[config.mk]
export PLATFORM = sky130hd
export DESIGN_NAME = toggle_pulse_gen_flat
export DESIGN_NICKNAME = d
export VERILOG_FILES = /design/src/rtl/toggle_pulse_gen_if.sv /design/src/rtl/toggle_pulse_gen.sv /design/src/flat_wrapper.sv
export SDC_FILE = /design/constraint.sdc
export NUM_CORES = 1
export LEC_CHECK = 0
export CORE_MARGIN = 4
export CORE_UTILIZATION = 40
export DETAILED_ROUTE_END_ITERATION = 6
export PLACE_DENSITY_LB_ADDON = 0.2
export SYNTH_ARGS = -nofsm -noshare
export SYNTH_HDL_FRONTEND = slang
export SYNTH_SLANG_ARGS = --single-unit
export TNS_END_PERCENT = 100
[constraint.sdc]
create_clock -name clk -period 2.05 [get_ports clk]
set_input_delay 0.41 -clock clk [delete_from_list [all_inputs] [get_ports clk]]
set_output_delay 0.41 -clock clk [all_outputs]
set_load 0.01 [all_outputs]
[src/rtl/toggle_pulse_gen_if.sv]
// Button-to-toggle-pulse signal bundle.
// The bench or button side uses master; toggle_pulse_gen uses slave.
interface toggle_pulse_gen_if;
    logic       btn_in;
    logic       t;
    logic       btn_level;
    logic [7:0] press_count;

    modport master (
        output btn_in,
        input  t,
        input  btn_level,
        input  press_count
    );

    modport slave (
        input  btn_in,
        output t,
        output btn_level,
        output press_count
    );
endinterface

[src/rtl/toggle_pulse_gen.sv]
// Debounced single-pulse generator feeding a T flip-flop.
// A raw button is synchronised, then debounced by a counter FSM.
// Each accepted press produces exactly one registered one-cycle t pulse.
module toggle_pulse_gen #(
    parameter int unsigned DEBOUNCE_CYCLES = 4,
    parameter int unsigned CNT_WIDTH       = 16,
    parameter bit          BTN_ACTIVE_LOW  = 1'b0
) (
    input  logic              clk,
    input  logic              rst,
    toggle_pulse_gen_if.slave bus
);

    typedef enum logic [1:0] {
        StIdle,
        StPressWait,
        StPressed,
        StReleaseWait
    } state_e;

    localparam logic [CNT_WIDTH-1:0] CntLast = CNT_WIDTH'(DEBOUNCE_CYCLES - 1);
    localparam logic [CNT_WIDTH-1:0] CntOne  = CNT_WIDTH'(1);

    logic                 s1_q, s2_q;
    state_e               state_q, state_d;
    logic [CNT_WIDTH-1:0] cnt_q, cnt_d;
    logic                 t_q, t_d;
    logic                 level_q, level_d;
    logic [7:0]           count_q, count_d;

    // Polarity-normalised two-flop synchroniser plus all FSM state; reset wins.
    always_ff @(posedge clk) begin
        if (rst) begin
            s1_q    <= 1'b0;
            s2_q    <= 1'b0;
            state_q <= StIdle;
            cnt_q   <= '0;
            t_q     <= 1'b0;
            level_q <= 1'b0;
            count_q <= 8'd0;
        end else begin
            s1_q    <= bus.btn_in ^ BTN_ACTIVE_LOW;
            s2_q    <= s1_q;
            state_q <= state_d;
            cnt_q   <= cnt_d;
            t_q     <= t_d;
            level_q <= level_d;
            count_q <= count_d;
        end
    end

    // Debounce FSM: any bounce restarts the stable window from zero.
    always_comb begin
        state_d = state_q;
        cnt_d   = cnt_q;
        t_d     = 1'b0;
        level_d = level_q;
        count_d = count_q;
        unique case (state_q)
            StIdle: begin
                if (s2_q) begin
                    state_d = StPressWait;
                    cnt_d   = '0;
                end
            end
            StPressWait: begin
                if (!s2_q) begin
                    state_d = StIdle;
                    cnt_d   = '0;
                end else if (cnt_q == CntLast) begin
                    state_d = StPressed;
                    t_d     = 1'b1;
                    level_d = 1'b1;
                    count_d = count_q + 8'd1;
                end else begin
                    cnt_d = cnt_q + CntOne;
                end
            end
            StPressed: begin
                if (!s2_q) begin
                    state_d = StReleaseWait;
                    cnt_d   = '0;
                end
            end
            StReleaseWait: begin
                // A bounce back to pressed keeps the level high and never re-pulses.
                if (s2_q) begin
                    state_d = StPressed;
                    cnt_d   = '0;
                end else if (cnt_q == CntLast) begin
                    state_d = StIdle;
                    level_d = 1'b0;
                end else begin
                    cnt_d = cnt_q + CntOne;
                end
            end
            default: begin
                state_d = StIdle;
                cnt_d   = '0;
            end
        endcase
    end

    assign bus.t           = t_q;
    assign bus.btn_level   = level_q;
    assign bus.press_count = count_q;

endmodule

[src/flat_wrapper.sv]
// flat-port wrapper written by rule: the top's interface ports become plain ports
module toggle_pulse_gen_flat 
#(
    parameter int unsigned DEBOUNCE_CYCLES = 4,
    parameter int unsigned CNT_WIDTH       = 16,
    parameter bit          BTN_ACTIVE_LOW  = 1'b0
)
  (clk, rst, bus_btn_in, bus_t, bus_btn_level, bus_press_count);
  toggle_pulse_gen_if bus_i ();
  input  logic clk;
  input  logic rst;
  input wire logic [$bits(bus_i.btn_in)-1:0] bus_btn_in;
  output wire logic [$bits(bus_i.t)-1:0] bus_t;
  output wire logic [$bits(bus_i.btn_level)-1:0] bus_btn_level;
  output wire logic [$bits(bus_i.press_count)-1:0] bus_press_count;
  assign bus_i.btn_in = bus_btn_in;
  assign bus_t = bus_i.t;
  assign bus_btn_level = bus_i.btn_level;
  assign bus_press_count = bus_i.press_count;
  toggle_pulse_gen #(.DEBOUNCE_CYCLES(DEBOUNCE_CYCLES), .CNT_WIDTH(CNT_WIDTH), .BTN_ACTIVE_LOW(BTN_ACTIVE_LOW)) u_core (.clk(clk), .rst(rst), .bus(bus_i));
endmodule
==> results.py, run 1 <==
metrics = {
    "drt": {
        "route.detailed.drc": 0,
        "avgRoutedWirePerCell_um": 15.4,
        "viasPerCell": 5.94,
        "antenna_left": 0,
        "via_count": 1532,
        "wl_um": 3970,
        "dr.pass1.iters": 4,
        "drt_iter0_markers": 101,
    },
    "worst_setup_path": {
        "critPathTopFamily": "simple AND/OR/NAND/NOR gates",
        "critical_path_buf_inv_count": 0,
        "cp_slowest_cell": "or4_1",
        "r2r-start": "u_core.cnt_q[0]",
        "slowest_delay_ns": 0.53,
        "crit_chain": "ha_1 -> nor4b_4 -> nand4_4 -> or4_1 -> a21oi_1",
        "rr_worst_depth": 5,
        "worstSetupPathType": "flip-flop to flip-flop",
        "rr_endpoint": "u_core.bus.press_count[6]",
        "critPathRequiredTime_ns": 2.27,
        "worstPathArrival_ns": 2.16,
        "startpoint_type": "flip-flop",
        "crit_fanout": 12,
        "end_kind": "flip-flop",
        "reg2reg_slack_ns": 0.11,
    },
    "power_and_ir_drop": {
        "total_power_w": 0.00112,
        "p_leak_nw": 0.601,
        "power_density_nw_per_um2": 585,
        "ir_worst_vdd_mv": 0.442,
    },
    "grt": {
        "grt_pass1_wl_um": 6560,
        "grt_max_degree": 23,
        "grt_overflow": 0,
        "grt_pass1_vias": 1412,
        "grt.total_usage_pct": 16.2,
        "antenna_found_initial": 0,
    },
    "yosys": {
        "yosys.area.top_type": "dfxtp_1",
        "yosysWarnings": 0,
        "synth_edf_count": 0,
        "synth_nets": 193,
        "syn-instance-count": 188,
        "ys.flop_type": "dfxtp_1",
        "ys_types": 49,
        "netlist_top_cells_area": "dfxtp_1 (38%), a21oi_1 (5.3%), nand3_1 (4.4%)",
        "netlist_area_um2": 1600,
        "ys_seq_elements": 30,
        "avgSynthCellArea_um2": 8.51,
        "seq_area_frac_synth_pct": 37.5,
        "async_flop_share_pct": 0,
        "synth_top_area_share_pct": 37.5,
    },
    "floorplan": {
        "num_rows": 22,
        "ios": 13,
        "die_area_um2": 5080,
        "coreArea_um2": 3770,
        "start_util_pct": 42.4,
        "die-height_um": 71.3,
        "die_w_um": 71.3,
    },
    "min_path": {
        "holdPathStages": 1,
        "hp-start": "u_core.s1_q",
        "whs_endpoint": "u_core.s2_q",
        "hp-class": "flip-flop to flip-flop",
    },
    "clock_network": {
        "clock_path_buffers": 2,
        "clock_latency_ns": 0.28,
        "clkTransAtPathRegs_ns": 0.06,
        "cts_sinks": 30,
        "cts_tree": "built",
        "cts_inserted_buffers": 5,
        "h-tree-depth": 2,
        "cts-root-buf": "clkbuf_8",
    },
    "timing": {
        "period_needed_ns": 1.94,
        "worstMarginPinSlew_ns": 0.651,
        "hold_violations": 0,
        "fin_setup_tns_ns": 0,
        "relSlewSlack_pct": 56.3,
        "fin_worst_skew_ns": 0.00390,
        "max_clock_freq_mhz": 515,
        "finalSetupViolCount": 0,
        "drv_slew": 0,
        "period_share_pct": 94.8,
        "holdWs_ns": 0.441,
    },
    "place": {
        "io_buffers": 12,
        "hpwl_um": 2870,
        "gp_congestion": 0.881,
        "place_inst": 247,
    },
    "layout": {
        "drive_gt1_share_pct": 12.9,
        "final_nets": 214,
        "antennaDiodeCount": 0,
        "layoutNonFillerInstCount": 258,
        "syn_to_final_growth_pct": 20.1,
    },
    "run": {
        "drv_cap": 0,
    },
    "status": {
        "status": "completed",
    },
}
[per-stage QoR]
stage | utilization (%) | instance area (um2) | setup WS [ns]
floorplan | - | 1600 | 0.300
global placement | 47.5 | 1790 | 0.134
detailed placement | 47.5 | 1790 | 0.0495
CTS | 49.9 | 1880 | 0.0429
global route | 51.0 | 1920 | -0.0149
finish | 51.0 | 1920 | 0.107
[power by group]
group	internal (W)	total (W)	switching [W]	leakage [nW]
logic	0.0000141	0.0000385	0.0000245	0.311
clock network	0.000270	0.000492	0.000222	0.0482
registers	0.000587	0.000593	0.00000604	0.242
total	0.000872	0.00112	0.000252	0.601
[worst register-to-register path, stage by stage (launching register included)]
cell,delay [ns]
dfxtp_1,0.41
ha_1,0.24
nor4b_4,0.31
nand4_4,0.23
or4_1,0.54
a21oi_1,0.15
[per-layer routing]
layer	routed length [um]	share of wire, %	vias up	GRT usage (%)
li1	-	-	760	-
met1	1780	45	709	21.1
met2	1850	47	52	25.0
met3	247	6.2	11	4.21
met4	88	2.2	0	7.31
met5	0	0	-	0
[flip-flops by register name (all words and copies together), names as in the netlist, named ones only]
register / count
u_core.cnt_q: 16
u_core.bus.press_count: 8
u_core.bus.btn_level: 1
u_core.bus.t: 1
u_core.s1_q: 1
u_core.s2_q: 1
u_core.state_q: 1
[how the worst max path moves through the flow]
stage,start,endpoint,cells after the start
after detailed placement,u_core.cnt_q[0],u_core.bus.press_count[6],5
after CTS,u_core.cnt_q[0],u_core.bus.press_count[6],5
after global routing,u_core.cnt_q[0],u_core.bus.press_count[6],5
after global placement,u_core.cnt_q[0],u_core.bus.press_count[6],5
final,u_core.cnt_q[0],u_core.bus.press_count[6],5
after floorplan,u_core.cnt_q[0],u_core.bus.press_count[7],6
[placed cells by master (no fill, tap or decap), drive strengths merged, types with 3 or more instances in the layout]
master         instances
inv                    6
or2                    3
nand2b                 3
dfxtp                 30
or4                    8
o21ai                 14
mux2i                  3
or3                    4
clkbuf                 7
nand4b                 3
a21oi                 17
o31ai                  3
o211ai                 4
nor3                  10
nor2                   5
buf                   10
clkdlybuf4s50         12
nand4                  8
nor4                   5
nand3                 15
nand2                 14
[cells in the mapped netlist (all sizes together), types with 3 or more instances]
| cell | count |
|---|---|
| clkbuf | 3 |
| a21oi | 17 |
| inv | 6 |
| nand2 | 14 |
| nor4 | 5 |
| or4 | 8 |
| mux2i | 3 |
| nand3 | 15 |
| nor3 | 10 |
| o21ai | 14 |
| nand2b | 3 |
| o31ai | 3 |
| nand4b | 3 |
| buf | 5 |
| nand4 | 8 |
| or2 | 3 |
| o211ai | 4 |
| nor2 | 5 |
| or3 | 4 |
| dfxtp | 30 |
[cell type report]
| type | count | area, um2 |
|---|---|---|
| Sequential cell | 30 | 601 |
| Clock buffer | 7 | 86.3 |
| Multi-Input combinational cell | 144 | 952 |
| Tap cell | 48 | 60.1 |
| Timing Repair Buffer | 22 | 195 |
| Clock inverter | 1 | 5.00 |
| Inverter | 6 | 22.5 |
| Fill cell | 343 | 1850 |
[timing repair]
item	4_1_cts	5_1_grt
hold buffers	0	0
gates resized for setup	0	2
endpoints found under the hold margin	0	0
endpoints found under the setup margin	0	8
buffers inserted	0	3
[kinds of logic after synthesis]
group | synth area share [%]
adder cells (fa/ha/maj) | 1.56
AND/OR/NAND/NOR | 35.4
buffers and inverters | 4.07
AO/OA/AOI/OAI | 17.0
multiplexers | 1.88
XOR/XNOR | 2.58
flip-flops | 37.5
Note: power is estimated with default switching activity, not from simulation.
==> run 2, diff against run 1 <==
--- a/config.mk
+++ b/config.mk
@@ -12,4 +12,3 @@
 export SYNTH_ARGS = -nofsm -noshare
 export SYNTH_HDL_FRONTEND = slang
 export SYNTH_SLANG_ARGS = --single-unit
-export TNS_END_PERCENT = 100
==> results of run 2 <==
No change in the layout: final DEF, timing and power equal those of run 1.
==> run 3, diff against run 2 <==
--- a/config.mk
+++ b/config.mk
@@ -6,7 +6,7 @@
 export NUM_CORES = 1
 export LEC_CHECK = 0
 export CORE_MARGIN = 4
-export CORE_UTILIZATION = 40
+export CORE_UTILIZATION = 49
 export DETAILED_ROUTE_END_ITERATION = 6
 export PLACE_DENSITY_LB_ADDON = 0.2
 export SYNTH_ARGS = -nofsm -noshare
==> run 3 against run 2 <==
  * Clock skew grew 0.0039 ns
  * Sequential power is essentially flat
  * Register-to-register slack gained 0.04 ns
  * Clock power shrank 33%
  * Via count shrank 1.0%
  * Non-clock buffer count shrank 5
  * Combinational power is essentially flat
  * Critical path type unchanged
  * Critical endpoint is now u_core.bus.press_count[5]
==> results.py, run 3 (synthesis gave the netlist of run 1 again) <==
metrics = {
    "status": {
        "status": "completed",
    },
    "grt": {
        "grt_pass1_vias": 1337,
        "grt_overflow": 0,
        "use_met3_pct": 5.13,
        "antenna_found_initial": 0,
        "grt.total_usage_pct": 19.6,
        "grt_pass1_wl_um": 6390,
        "busiest_layer": "met2",
        "grt_max_degree": 20,
        "grt.met2_usage_pct": 28.1,
        "use_met1_pct": 27.7,
    },
    "run": {
        "drv_cap": 0,
    },
    "worst_setup_path": {
        "cp_slowest_cell": "or4_1",
        "critPathRequiredTime_ns": 2.33,
        "slowest_delay_ns": 0.53,
        "critPathTopFamily": "simple AND/OR/NAND/NOR gates",
        "crit_chain": "ha_1 -> nor4b_4 -> nand4_4 -> or4_1 -> a21oi_1",
        "end_kind": "flip-flop",
        "crit_fanout": 14,
        "startpoint_type": "flip-flop",
        "critical_path_buf_inv_count": 0,
        "worstPathArrival_ns": 2.19,
        "worstSetupPathType": "flip-flop to flip-flop",
    },
    "drt": {
        "wl_um": 3680,
        "drt_iter0_markers": 95,
        "viasPerCell": 6.11,
        "via_count": 1516,
        "route.detailed.drc": 0,
        "dr.pass1.iters": 4,
        "avgRoutedWirePerCell_um": 14.8,
        "antenna_left": 0,
    },
    "floorplan": {
        "start_util_pct": 52.0,
        "ios": 13,
        "die-height_um": 65.1,
        "num_rows": 20,
        "die_w_um": 65.1,
        "coreArea_um2": 3080,
        "die_area_um2": 4240,
    },
    "timing": {
        "period_share_pct": 93.1,
        "fin_setup_tns_ns": 0,
        "worstMarginPinSlew_ns": 0.636,
        "setup_ws_ns": 0.142,
        "fin_worst_skew_ns": 0.00781,
        "rsz0062_at_grt": "no",
        "period_needed_ns": 1.91,
        "finalSetupViolCount": 0,
        "drv_slew": 0,
        "relSlewSlack_pct": 57.2,
        "hold_violations": 0,
        "max_clock_freq_mhz": 524,
    },
    "clock_network": {
        "clock_path_buffers": 2,
        "clkTransAtPathRegs_ns": 0.10,
        "h-tree-depth": 2,
        "postCtsSetupBuffers": 0,
        "cts_sinks": 30,
        "cts-root-buf": "clkbuf_4",
        "cts_inserted_buffers": 5,
        "cts_tree": "built",
        "clock_latency_ns": 0.34,
    },
    "layout": {
        "largest_reg_flops": 16,
        "antennaDiodeCount": 0,
        "syn_to_final_growth_pct": 14.7,
        "drive_gt1_share_pct": 10.8,
        "nFillCells": 277,
        "top_register": "u_core.cnt_q",
        "final_nets": 209,
        "layout_commonest_cell": "dfxtp_1",
        "layout_common_cells": "dfxtp_1 (30), a21oi_1 (17), nand2_1 (14), nand3_1 (14), clkdlybuf4s50_1 (12)",
    },
    "power_and_ir_drop": {
        "clock_power_share_pct": 34.4,
        "power_density_nw_per_um2": 524,
        "ir_worst_vdd_mv": 0.481,
        "p_int_w": 0.000724,
        "combPwrFrac_pct": 4.0,
        "swShare_pct": 24.8,
        "seqPwrFrac_pct": 61.6,
        "p_switching_w": 0.000238,
        "p_leak_nw": 0.560,
    },
    "place": {
        "io_buffers": 12,
        "place_ws_ns": 0.0607,
        "gp_congestion": 0.893,
        "hpwl_um": 2650,
    },
    "min_path": {
        "hp-class": "flip-flop to flip-flop",
    },
}
run 3: worst paths after layout:
check	cells after the start	to	startpoint	slack [ns]
setup / recovery	5	u_core.bus.press_count[5]	u_core.cnt_q[1]	0.14
hold / removal	1	u_core.s2_q	u_core.s1_q	0.45
setup reg to reg	5	u_core.bus.press_count[5]	u_core.cnt_q[1]	0.14
hold reg to reg	1	u_core.s2_q	u_core.s1_q	0.45
run 3: routing by layer:
metal,share of wire [%],vias up
met5,0,-
met4,1.8,0
met3,5.3,9
met2,43,33
met1,50,727
li1,-,747
run 3: through the flow:
step	hold slack [ns]	instances	cell area [um2]	total power, W	util, %
5_1_grt	0.468	248	1840	0.00100	59.6
3_3_place_gp	0.430	241	1770	0.000643	57.5
4_1_cts	0.461	248	1820	0.000973	59.1
3_5_place_dp	0.438	241	1770	0.000644	57.5
2_1_floorplan	0.414	188	1600	0.000630	-
6_report	0.454	248	1840	0.000962	59.6
run 3: final cells by class:
type                       instances  area [um2]  area share, %
clock buffer                       5        37.5           2.04
clock inverter                     2        10.0          0.545
inverter                           6        22.5           1.23
multi-input combinational        144         952           51.9
sequential                        30         601           32.7
tap                               44        55.1           3.00
timing repair buffer              17         158           8.59
run 3: what timing repair did:
action / 4_1_cts / 5_1_grt
resized for setup: 0 / 2
hold buffers: 0 / 0
endpoints found under the setup margin: 0 / 6
run 3: power by group through the flow:
stage | combinational (W) | clock, W | sequential, W
after global routing | 0.0000438 | 0.000364 | 0.000594
after CTS | 0.0000377 | 0.000343 | 0.000593
final | 0.0000386 | 0.000331 | 0.000593
after detailed placement | 0.0000377 | 0 | 0.000606
after global placement | 0.0000371 | 0 | 0.000606
after floorplan | 0.0000263 | 0 | 0.000604
